$ cat config.mk
export PLATFORM = sky130hd
export DESIGN_NAME = bram_bank_loader_flat
export DESIGN_NICKNAME = d
export VERILOG_FILES = /design/src/rtl/bram_bank_loader_if.sv /design/src/rtl/bram_bank_loader.sv /design/src/flat_wrapper.sv
export SDC_FILE = /design/constraint.sdc
export NUM_CORES = 1
export LEC_CHECK = 0
export CAP_MARGIN = 20
export CORE_MARGIN = 10
export CORE_UTILIZATION = 53
export CTS_CLUSTER_DIAMETER = 40
export DETAILED_ROUTE_END_ITERATION = 6
export PLACE_DENSITY_LB_ADDON = 0.08
export SYNTH_ARGS = -nofsm -noshare
export SYNTH_HDL_FRONTEND = slang
export SYNTH_SLANG_ARGS = --single-unit
$ cat constraint.sdc
create_clock -name clk -period 10.23 [get_ports clk]
set_input_delay 1.023 -clock clk [delete_from_list [all_inputs] [get_ports clk]]
set_output_delay 1.023 -clock clk [all_outputs]
set_load 0.05 [all_outputs]
$ cat src/rtl/bram_bank_loader_if.sv
// bram_bank_loader_if: load control, input word stream and per-bank port-A write bundle.
interface bram_bank_loader_if #(
    parameter int BANKS = 4,
    parameter int WIDTH = 16,
    parameter int DEPTH = 256,
    parameter int ADDR  = $clog2(DEPTH),
    parameter int WE    = WIDTH / 8
);
    logic                   start;
    logic [ADDR-1:0]        base_addr;
    logic [ADDR:0]          rows;
    logic                   busy;
    logic                   done;
    logic                   error;
    logic [WIDTH-1:0]       s_tdata;
    logic                   s_tvalid;
    logic                   s_tready;
    logic                   s_tlast;
    logic [BANKS-1:0]       ena;
    logic [BANKS*WE-1:0]    wea;
    logic [BANKS*ADDR-1:0]  addra;
    logic [BANKS*WIDTH-1:0] dina;

    modport master (
        output start, base_addr, rows, s_tdata, s_tvalid, s_tlast,
        input  busy, done, error, s_tready, ena, wea, addra, dina
    );
    modport slave (
        input  start, base_addr, rows, s_tdata, s_tvalid, s_tlast,
        output busy, done, error, s_tready, ena, wea, addra, dina
    );
endinterface

$ cat src/rtl/bram_bank_loader.sv
// bram_bank_loader: scatters a word stream round-robin over BRAM banks, one row per bank sweep.
module bram_bank_loader #(
    parameter int BANKS = 4,
    parameter int WIDTH = 16,
    parameter int DEPTH = 256,
    parameter int ADDR  = $clog2(DEPTH),
    parameter int WE    = WIDTH / 8
) (
    input logic clk,
    input logic rst,
    bram_bank_loader_if.slave bus
);
    localparam int BW = BANKS > 1 ? $clog2(BANKS) : 1;
    typedef enum logic [1:0] {IDLE, LOAD, DONE} state_t;
    state_t                 state;
    logic [ADDR-1:0]        base;
    logic [ADDR:0]          rows_q;
    logic [BW-1:0]          bank;
    logic [ADDR-1:0]        row_ofs;
    logic                   busy;
    logic                   done;
    logic                   error;
    logic [BANKS-1:0]       ena;
    logic [BANKS*WE-1:0]    wea;
    logic [BANKS*ADDR-1:0]  addra;
    logic [BANKS*WIDTH-1:0] dina;
    logic                   last_bank;
    logic                   last;
    assign last_bank    = bank == BW'(BANKS - 1);
    assign last         = last_bank && {1'b0, row_ofs} == rows_q - (ADDR + 1)'(1);
    assign bus.busy     = busy;
    assign bus.s_tready = busy;
    assign bus.done     = done;
    assign bus.error    = error;
    assign bus.ena      = ena;
    assign bus.wea      = wea;
    assign bus.addra    = addra;
    assign bus.dina     = dina;
    always_ff @(posedge clk or posedge rst) begin
        if (rst) begin
            state   <= IDLE;
            base    <= '0;
            rows_q  <= '0;
            bank    <= '0;
            row_ofs <= '0;
            busy    <= 1'b0;
            done    <= 1'b0;
            error   <= 1'b0;
            ena     <= '0;
            wea     <= '0;
            addra   <= '0;
            dina    <= '0;
        end else begin
            ena  <= '0;
            wea  <= '0;
            done <= 1'b0;
            case (state)
                IDLE: if (bus.start) begin
                    error <= 1'b0;
                    if (bus.rows != '0) begin
                        base    <= bus.base_addr;
                        rows_q  <= bus.rows;
                        bank    <= '0;
                        row_ofs <= '0;
                        busy    <= 1'b1;
                        state   <= LOAD;
                    end else begin
                        done  <= 1'b1;
                        state <= DONE;
                    end
                end
                LOAD: if (bus.s_tvalid) begin
                    ena[bank]                   <= 1'b1;
                    wea[bank*WE +: WE]          <= '1;
                    addra[bank*ADDR +: ADDR]    <= base + row_ofs;
                    dina[bank*WIDTH +: WIDTH]   <= bus.s_tdata;
                    // a premature tlast aborts the load; a missing one on the final word is flagged
                    if (last || bus.s_tlast) begin
                        error <= !(last && bus.s_tlast);
                        busy  <= 1'b0;
                        done  <= 1'b1;
                        state <= DONE;
                    end else begin
                        bank <= last_bank ? '0 : bank + BW'(1);
                        if (last_bank) row_ofs <= row_ofs + ADDR'(1);
                    end
                end
                default: state <= IDLE;
            endcase
        end
    end
endmodule

$ cat src/flat_wrapper.sv
// flat-port wrapper written by rule: the top's interface ports become plain ports
module bram_bank_loader_flat 
#(
    parameter int BANKS = 4,
    parameter int WIDTH = 16,
    parameter int DEPTH = 256,
    parameter int ADDR  = $clog2(DEPTH),
    parameter int WE    = WIDTH / 8
)
  (clk, rst, bus_start, bus_base_addr, bus_rows, bus_s_tdata, bus_s_tvalid, bus_s_tlast, bus_busy, bus_done, bus_error, bus_s_tready, bus_ena, bus_wea, bus_addra, bus_dina);
  bram_bank_loader_if #(.BANKS(BANKS), .WIDTH(WIDTH), .DEPTH(DEPTH), .ADDR(ADDR), .WE(WE)) bus_i ();
  input logic clk;
  input logic rst;
  input wire logic [$bits(bus_i.start)-1:0] bus_start;
  input wire logic [$bits(bus_i.base_addr)-1:0] bus_base_addr;
  input wire logic [$bits(bus_i.rows)-1:0] bus_rows;
  input wire logic [$bits(bus_i.s_tdata)-1:0] bus_s_tdata;
  input wire logic [$bits(bus_i.s_tvalid)-1:0] bus_s_tvalid;
  input wire logic [$bits(bus_i.s_tlast)-1:0] bus_s_tlast;
  output wire logic [$bits(bus_i.busy)-1:0] bus_busy;
  output wire logic [$bits(bus_i.done)-1:0] bus_done;
  output wire logic [$bits(bus_i.error)-1:0] bus_error;
  output wire logic [$bits(bus_i.s_tready)-1:0] bus_s_tready;
  output wire logic [$bits(bus_i.ena)-1:0] bus_ena;
  output wire logic [$bits(bus_i.wea)-1:0] bus_wea;
  output wire logic [$bits(bus_i.addra)-1:0] bus_addra;
  output wire logic [$bits(bus_i.dina)-1:0] bus_dina;
  assign bus_i.start = bus_start;
  assign bus_i.base_addr = bus_base_addr;
  assign bus_i.rows = bus_rows;
  assign bus_i.s_tdata = bus_s_tdata;
  assign bus_i.s_tvalid = bus_s_tvalid;
  assign bus_i.s_tlast = bus_s_tlast;
  assign bus_busy = bus_i.busy;
  assign bus_done = bus_i.done;
  assign bus_error = bus_i.error;
  assign bus_s_tready = bus_i.s_tready;
  assign bus_ena = bus_i.ena;
  assign bus_wea = bus_i.wea;
  assign bus_addra = bus_i.addra;
  assign bus_dina = bus_i.dina;
  bram_bank_loader #(.BANKS(BANKS), .WIDTH(WIDTH), .DEPTH(DEPTH), .ADDR(ADDR), .WE(WE)) u_core (.clk(clk), .rst(rst), .bus(bus_i));
endmodule
==> results of run 1 <==
registers in the layout (all words and copies together) (netlist names):
| signal | count |
|---|---|
| u_core.bus.wea | 4 |
| u_core.bus.ena | 2 |
| u_core.row_ofs | 8 |
| u_core.bus.busy | 1 |
| u_core.rows_q | 9 |
| u_core.bus.dina | 64 |
| u_core.bus.addra | 32 |
| u_core.state | 2 |
| u_core.bus.done | 1 |
| u_core.base | 8 |
| u_core.bus.error | 1 |
| u_core.bank | 2 |
synthesized netlist by cell type, drive strengths merged, types with 3 or more instances:
| cell | number |
|---|---|
| nor2 | 15 |
| buf | 19 |
| a21o | 3 |
| a21oi | 12 |
| a22o | 92 |
| and3 | 4 |
| nand3 | 9 |
| nand2 | 64 |
| or3 | 3 |
| o31ai | 6 |
| xnor2 | 11 |
| ha | 15 |
| nor4 | 3 |
| xor2 | 4 |
| a31oi | 3 |
| dfrtp | 134 |
| o21ai | 12 |
| inv | 16 |
| nor2b | 3 |
| nor3 | 6 |
| o2bb2ai | 4 |
| o21a | 3 |
| or4 | 3 |
| clkbuf | 14 |
| nand4 | 6 |
cells by family after synthesis:
family | after synthesis | synth area share
xor+xnor | 15 | 0.0229
buf+inv | 49 | 0.0414
mux | 1 | 0.00175
compound gates | 147 | 0.205
flops | 134 | 0.585
fa+ha+maj | 16 | 0.0362
simple gates | 123 | 0.108
power by group:
| part | internal [mW] | switching [mW] |
|---|---|---|
| clock network | 0.308 | 0.252 |
| registers | 0.649 | 0.0991 |
| logic | 0.318 | 0.585 |
final timing paths:
| check | startpoint | end | slack [ns] | cells after the start |
|---|---|---|---|---|
| min in group asynchronous | rst | u_core.state[0] | 0.97 | 2 |
| setup / recovery | bus_s_tvalid | u_core.bus.dina[23] | 6.93 | 5 |
| max in group asynchronous | rst | u_core.bus.dina[25] | 7.83 | 3 |
| setup reg to reg | u_core.state[0] | u_core.bus.dina[23] | 7.01 | 5 |
| hold reg to reg | u_core.bus.addra[10] | u_core.bus.addra[10] | 0.48 | 2 |
| hold / removal | u_core.bus.addra[10] | u_core.bus.addra[10] | 0.48 | 2 |
layer usage:
layer / routed length [um] / share of wire
met5: 0 / 0
met1: 6180 / 0.39
met2: 8370 / 0.52
met3: 1250 / 0.078
met4: 151 / 0.0095
area by class of cell:
class / count / area share
Clock inverter: 15 / 0.0175
Sequential cell: 134 / 0.427
Multi-Input combinational cell: 302 / 0.275
Clock buffer: 17 / 0.0528
Timing Repair Buffer: 155 / 0.198
Inverter: 16 / 0.00797
Tap cell: 136 / 0.0217
worst register-to-register path, cell delays in order (launching register included):
cell	delay (ns)
dfrtp_1	0.42
nor2b_1	0.55
and2_1	0.31
nand2_1	0.58
nor2_2	1.01
a22o_1	0.28
stage by stage:
step           cell area [um^2]  utilization  std cells  total power, mW  worst slack, ns
2_1_floorplan              5740            -        485             1.36             5.62
3_3_place_gp               7270        0.698        742             1.64             6.65
3_5_place_dp               7270        0.698        742             1.66             6.47
4_1_cts                    7820        0.751        774             2.23             6.91
5_1_grt                    7850        0.754        775             2.32             6.64
6_report                   7850        0.754        775             2.21             6.93
placed cells by master (no fill, tap or decap), types with 2 or more instances in the layout:
master           instances
ha_1                    15
nor2b_1                  3
nor3_1                   5
clkinvlp_4               2
inv_8                    2
o21ai_0                 12
buf_4                    5
and3_1                   4
nor2_1                  13
a31o_2                   2
clkinv_4                 3
nor4_1                   2
nand2_1                 64
o2bb2ai_1                4
o21a_1                   3
a211o_1                  2
nor2_2                   2
xnor2_1                 11
a21o_1                   3
or4_1                    3
inv_1                   15
inv_6                    6
nor4b_4                  2
dfrtp_1                134
o31ai_1                  6
or3_1                    3
a31oi_1                  3
clkbuf_16               16
nand3_1                  9
a21oi_1                 12
a22o_1                  92
nand4_1                  6
xor2_1                   4
clkdlybuf4s50_1        149
==> results.md, run 1 <==
* Asr flop ratio synth at 1.00
* Final count of negative-setup-slack endpoints at 0
* Critical path's top delay family: simple AND/OR/NAND/NOR gates
* Number of remaining DRC errors at 0
* Cts hold-fix bufs at 0
* Static leakage at 3.59 nW
* Met3 usage at 0.0389
* CP Class: in2reg
* Area delta synth->final at 36.9%
* CP endpoint kind: flip-flop
* Rows at 37
* FF+latch area at 3350 um^2
* Largest stage delay on the critical path at 1.00 ns
* Cell taking the most area after synthesis: dfrtp_1
* Diodes inserted at 0
* Post-Route WL at 15900 um
* Port Buf Inserts at 149
* CP Cell Sequence: clkdlybuf4s50_1, and2_1, nand2_1, nor2_2, a22o_1
* Crit-path max FO at 27
* Synthesized Nets at 539
* Pwr/cell area at 282 nW/um^2
* IO Count at 150
* Syn Area/Cell at 11.8 um^2
* Synth area leaders: dfrtp_1 (58%), a22o_1 (14%), nand2_1 (4.2%)
* Min cycle time layout at 3.30 ns
* Die area at 15400 um^2
* Layout cells sized above 1 at 0.0751
* Unrepaired setup endpoints after global routing: false
* Max Slew Vio Count at 0
* Nets at 680
* GRT Overall Usage at 0.207
* Post-synthesis sequential area ratio at 0.585
* Die Width at 124 um
* Initial drt markers at 444
* Die span in y at 124 um
* CP Buf/Inv Count at 1
* Worst clock skew at 0.0128 ns
* Vias at 4572
* Status: complete, no violations
* GRT met1 Usage at 0.245
* DP Wirelength at 11200 um
* Hold Path Class: reg2reg
* Footprint of the multi-input gates at 2160 um^2
* Rel. slew slack at 0.278
* Synth Register Bits at 134
* Avg WL per Cell at 20.6 um
* Clock Pin Slew Worst Setup and Hold Paths at 0.06 ns
* H-Tree Depth at 4
* GR Util met2 at 0.372
* Busiest grt layer: met2
* Mapped cell area at 5740 um^2
* Clk_lat worst skew at 0.51 ns
* Synth top area share at 0.585
* Initial Util at 0.551
* Number of global-route vias before repair at 4656
* WP data required at 10.66 ns
* # fillers at 702
* Via/cell ratio at 5.90
* Ys Warns at 0
* Largest net degree at the start of global routing at 82
* Final Hold Fails at 0
* Setup_tns at 0 ns
* Yosys cell types at 48
* CTS sink cnt at 134
* Resize count post-CTS at 0
* Period utilization at 0.323
* WHS at 0.481 ns
* ANT nets after route at 0
* Startpoint types: input port
* Post-synth EDFFs at 0
* Post-synthesis cell count at 485
* Clock Tree Root: clkbuf_8
* Slowest library cell on the worst path: nor2_2
* Drt pass-1 iters at 4
* Gpl congestion at 0.806
* Global-route wire length before repair at 25100 um
* Setup Fix Bufs, Post-CTS at 0
* Fmax at 303 MHz
* Worst slew pin tran at 1.08 ns
* Grt ovf at 0
* CP Data Arrival Time at 3.74 ns
* VDD IR max at 0.132 mV
* CTS Buf Count at 17
* Core area at 10400 um^2
* CTS tree: yes
* CTS Buffer Depth at 2
* Max Cap Viol at 0
* Antenna violations before repair at 0
* Synth Flop Type: dfrtp_1
Power figures use the tool's default switching activity.
==> inputs of run 2 (changes only) <==
--- a/config.mk
+++ b/config.mk
@@ -7,7 +7,7 @@
 export LEC_CHECK = 0
 export CAP_MARGIN = 20
 export CORE_MARGIN = 10
-export CORE_UTILIZATION = 53
+export CORE_UTILIZATION = 44
 export CTS_CLUSTER_DIAMETER = 40
 export DETAILED_ROUTE_END_ITERATION = 6
 export PLACE_DENSITY_LB_ADDON = 0.08
==> constraint.sdc (replaced) <==
create_clock -name clk -period 2.9 [get_ports clk]
set_input_delay 0.29 -clock clk [delete_from_list [all_inputs] [get_ports clk]]
set_output_delay 0.29 -clock clk [all_outputs]
set_load 0.05 [all_outputs]
==> run 2 against run 1 <==
Net effect: clock skew down 0.0068 ns; power rose to 3.6 times the previous value; cell count up 6.1%; hold slack worse by 0.21 ns; core utilization down 12 points.
==> results.md, run 2 (synthesis gave the netlist of run 1 again) <==
* Status: complete, no violations
* Post-route cell area at 8050 um^2
* Sequential Power Share at 0.328
* Drt pass-1 iters at 4
* Period utilization at 0.899
* Post-Route WL at 16500 um
* CTS tree: yes
* CP Data Arrival Time at 2.91 ns
* Clock Tree Root: clkbuf_16
* Diodes inserted at 0
* Global-route wire length before repair at 26800 um
* Die Width at 134 um
* Largest register FFs at 64
* Vias at 4584
* Switch share at 0.394
* WP data required at 3.20 ns
* Core area at 12700 um^2
* Min cycle time layout at 2.61 ns
* Psw at 3.18 mW
* Max Cap Viol at 0
* ANT nets after route at 0
* Gpl congestion at 0.773
* Pwr Total at 8.07 mW
* # fillers at 1033
* Die area at 18000 um^2
* VDD IR max at 0.514 mV
* Int Power at 4.89 mW
* FF+latch area at 3350 um^2
* Avg WL per Cell at 20.0 um
* CP Class: reg2reg
* Largest net degree at the start of global routing at 67
* Final non-filler cell total at 822
* Commonest non-fill, non-tap cells in the layout: clkdlybuf4s50_1 (149), dfrtp_1 (134), a22o_1 (92), nand2_1 (64), clkbuf_16 (17)
* Via/cell ratio at 5.58
* Clk_lat worst skew at 0.41 ns
* Largest regs: u_core.bus.dina: 64 flops, u_core.bus.addra: 32 flops, u_core.rows_q: 9 flops
* Grt ovf at 0
* Cts hold-fix bufs at 0
* Top routing layer in use: met4
* Rel. slew slack at 0.552
* Clock power share at 0.272
* Area delta synth->final at 40.3%
* H-Tree Depth at 4
* DR WL met3 at 908 um
* Placed Area at 7430 um^2
* Pwr/cell area at 1000 nW/um^2
* GRT Overall Usage at 0.186
* Most common cell after layout, fill and taps aside: clkdlybuf4s50_1
* DP Wirelength at 11900 um
* Nets at 691
* Static leakage at 3.67 nW
* Post-Place Cells at 790
* Worst clock skew at 0.00601 ns
* CTS Buf Count at 17
* Initial Util at 0.453
* Antenna violations before repair at 0
* Unrepaired setup endpoints after global routing: false
* Worst slew pin tran at 0.666 ns
* Number of remaining DRC errors at 0
* Crit-path max FO at 10
* Final count of negative-setup-slack endpoints at 0
* Reg with most FFs: u_core.bus.dina
* Hold Path Class: in2async
* Clock Pin Slew Worst Setup and Hold Paths at 0.05 ns
* Met2 wire length at 8400 um
* Footprint of the multi-input gates at 2160 um^2
* Number of global-route vias before repair at 4888
* CTS Buffer Depth at 2
* Fmax at 384 MHz
* CTS sink cnt at 134
* Startpoint types: flip-flop
* Max Slew Vio Count at 0
* Initial drt markers at 292
* Die span in y at 134 um
* IO Count at 150
* M1 WL at 6940 um
* CP endpoint kind: flip-flop
* Layout cells sized above 1 at 0.0862
* Port Buf Inserts at 149
* Setup_tns at 0 ns
* Final Hold Fails at 0
* Rows at 41
* Power share of the combinational group at 0.400
run 2: changes by cell type in the layout (fill, tap and decap cells not counted), moves of 2 or more:
cell,change
buf_4,+10
inv_6,-5
clkbuf_1,+4
bufinv_16,+3
clkbuf_8,+3
clkinv_4,-3
buf_12,+2
inv_8,-2
run 2: area by class of cell:
class / count / area share
flip-flops and latches: 134 / 0.417
multi-input cells: 302 / 0.268
repair buffers: 166 / 0.204
clock buffers: 25 / 0.0616
well taps: 172 / 0.0267
clock inverters: 7 / 0.0145
inverters: 16 / 0.00793
run 2: final timing paths:
path	to	slack (ns)	cells after the start	start
worst min-delay path	u_core.bus.busy	0.27	2	rst
max in group asynchronous	u_core.bus.dina[60]	1.93	3	rst
min in group clk	u_core.base[7]	0.41	3	bus_base_addr[7]
worst min register to register	u_core.bus.addra[26]	0.48	2	u_core.bus.addra[26]
worst max-delay path	u_core.row_ofs[1]	0.29	9	u_core.rows_q[0]
worst max register to register	u_core.row_ofs[1]	0.29	9	u_core.rows_q[0]
run 2: power groups by stage:
stage               Combinational (mW)  Sequential [mW]  Clock, mW
floorplan                         1.20             3.61          0
global placement                  3.20             2.66          0
global route                      3.44             2.71       2.33
finish                            3.23             2.65       2.20
detailed placement                3.25             2.68          0
CTS                               3.26             2.65       2.24
run 2: critical path, cell delays in order, from the launching register on:
cell and delay (ns):
dfrtp_1 0.44, inv_1 0.09, ha_1 0.31, o21ba_2 0.25, a221o_1 0.34, a211o_1 0.25
a31oi_1 0.24, a21oi_1 0.16, and3_1 0.21, a31o_2 0.21
run 2: metrics by stage:
stage	setup WS (ns)	utilization	hold WS (ns)
final	0.293	0.635	0.275
after global routing	0.0434	0.635	0.301
after CTS	0.214	0.635	0.280
after detailed placement	0.220	0.587	0.479
after global placement	0.364	0.587	0.461
after floorplan	0.497	-	0.386
run 2: repair_timing:
action                                  CTS  global route
setup buffers                             0             0
endpoints found under the setup margin    0             4
gates resized for setup                   0             1
run 2: layer usage:
metal | vias to the layer above | GRT usage
met5 | - | 0
met1 | 2319 | 0.216
li1 | 2086 | -
met2 | 161 | 0.322
met4 | 0 | 0.0792
met3 | 18 | 0.0414
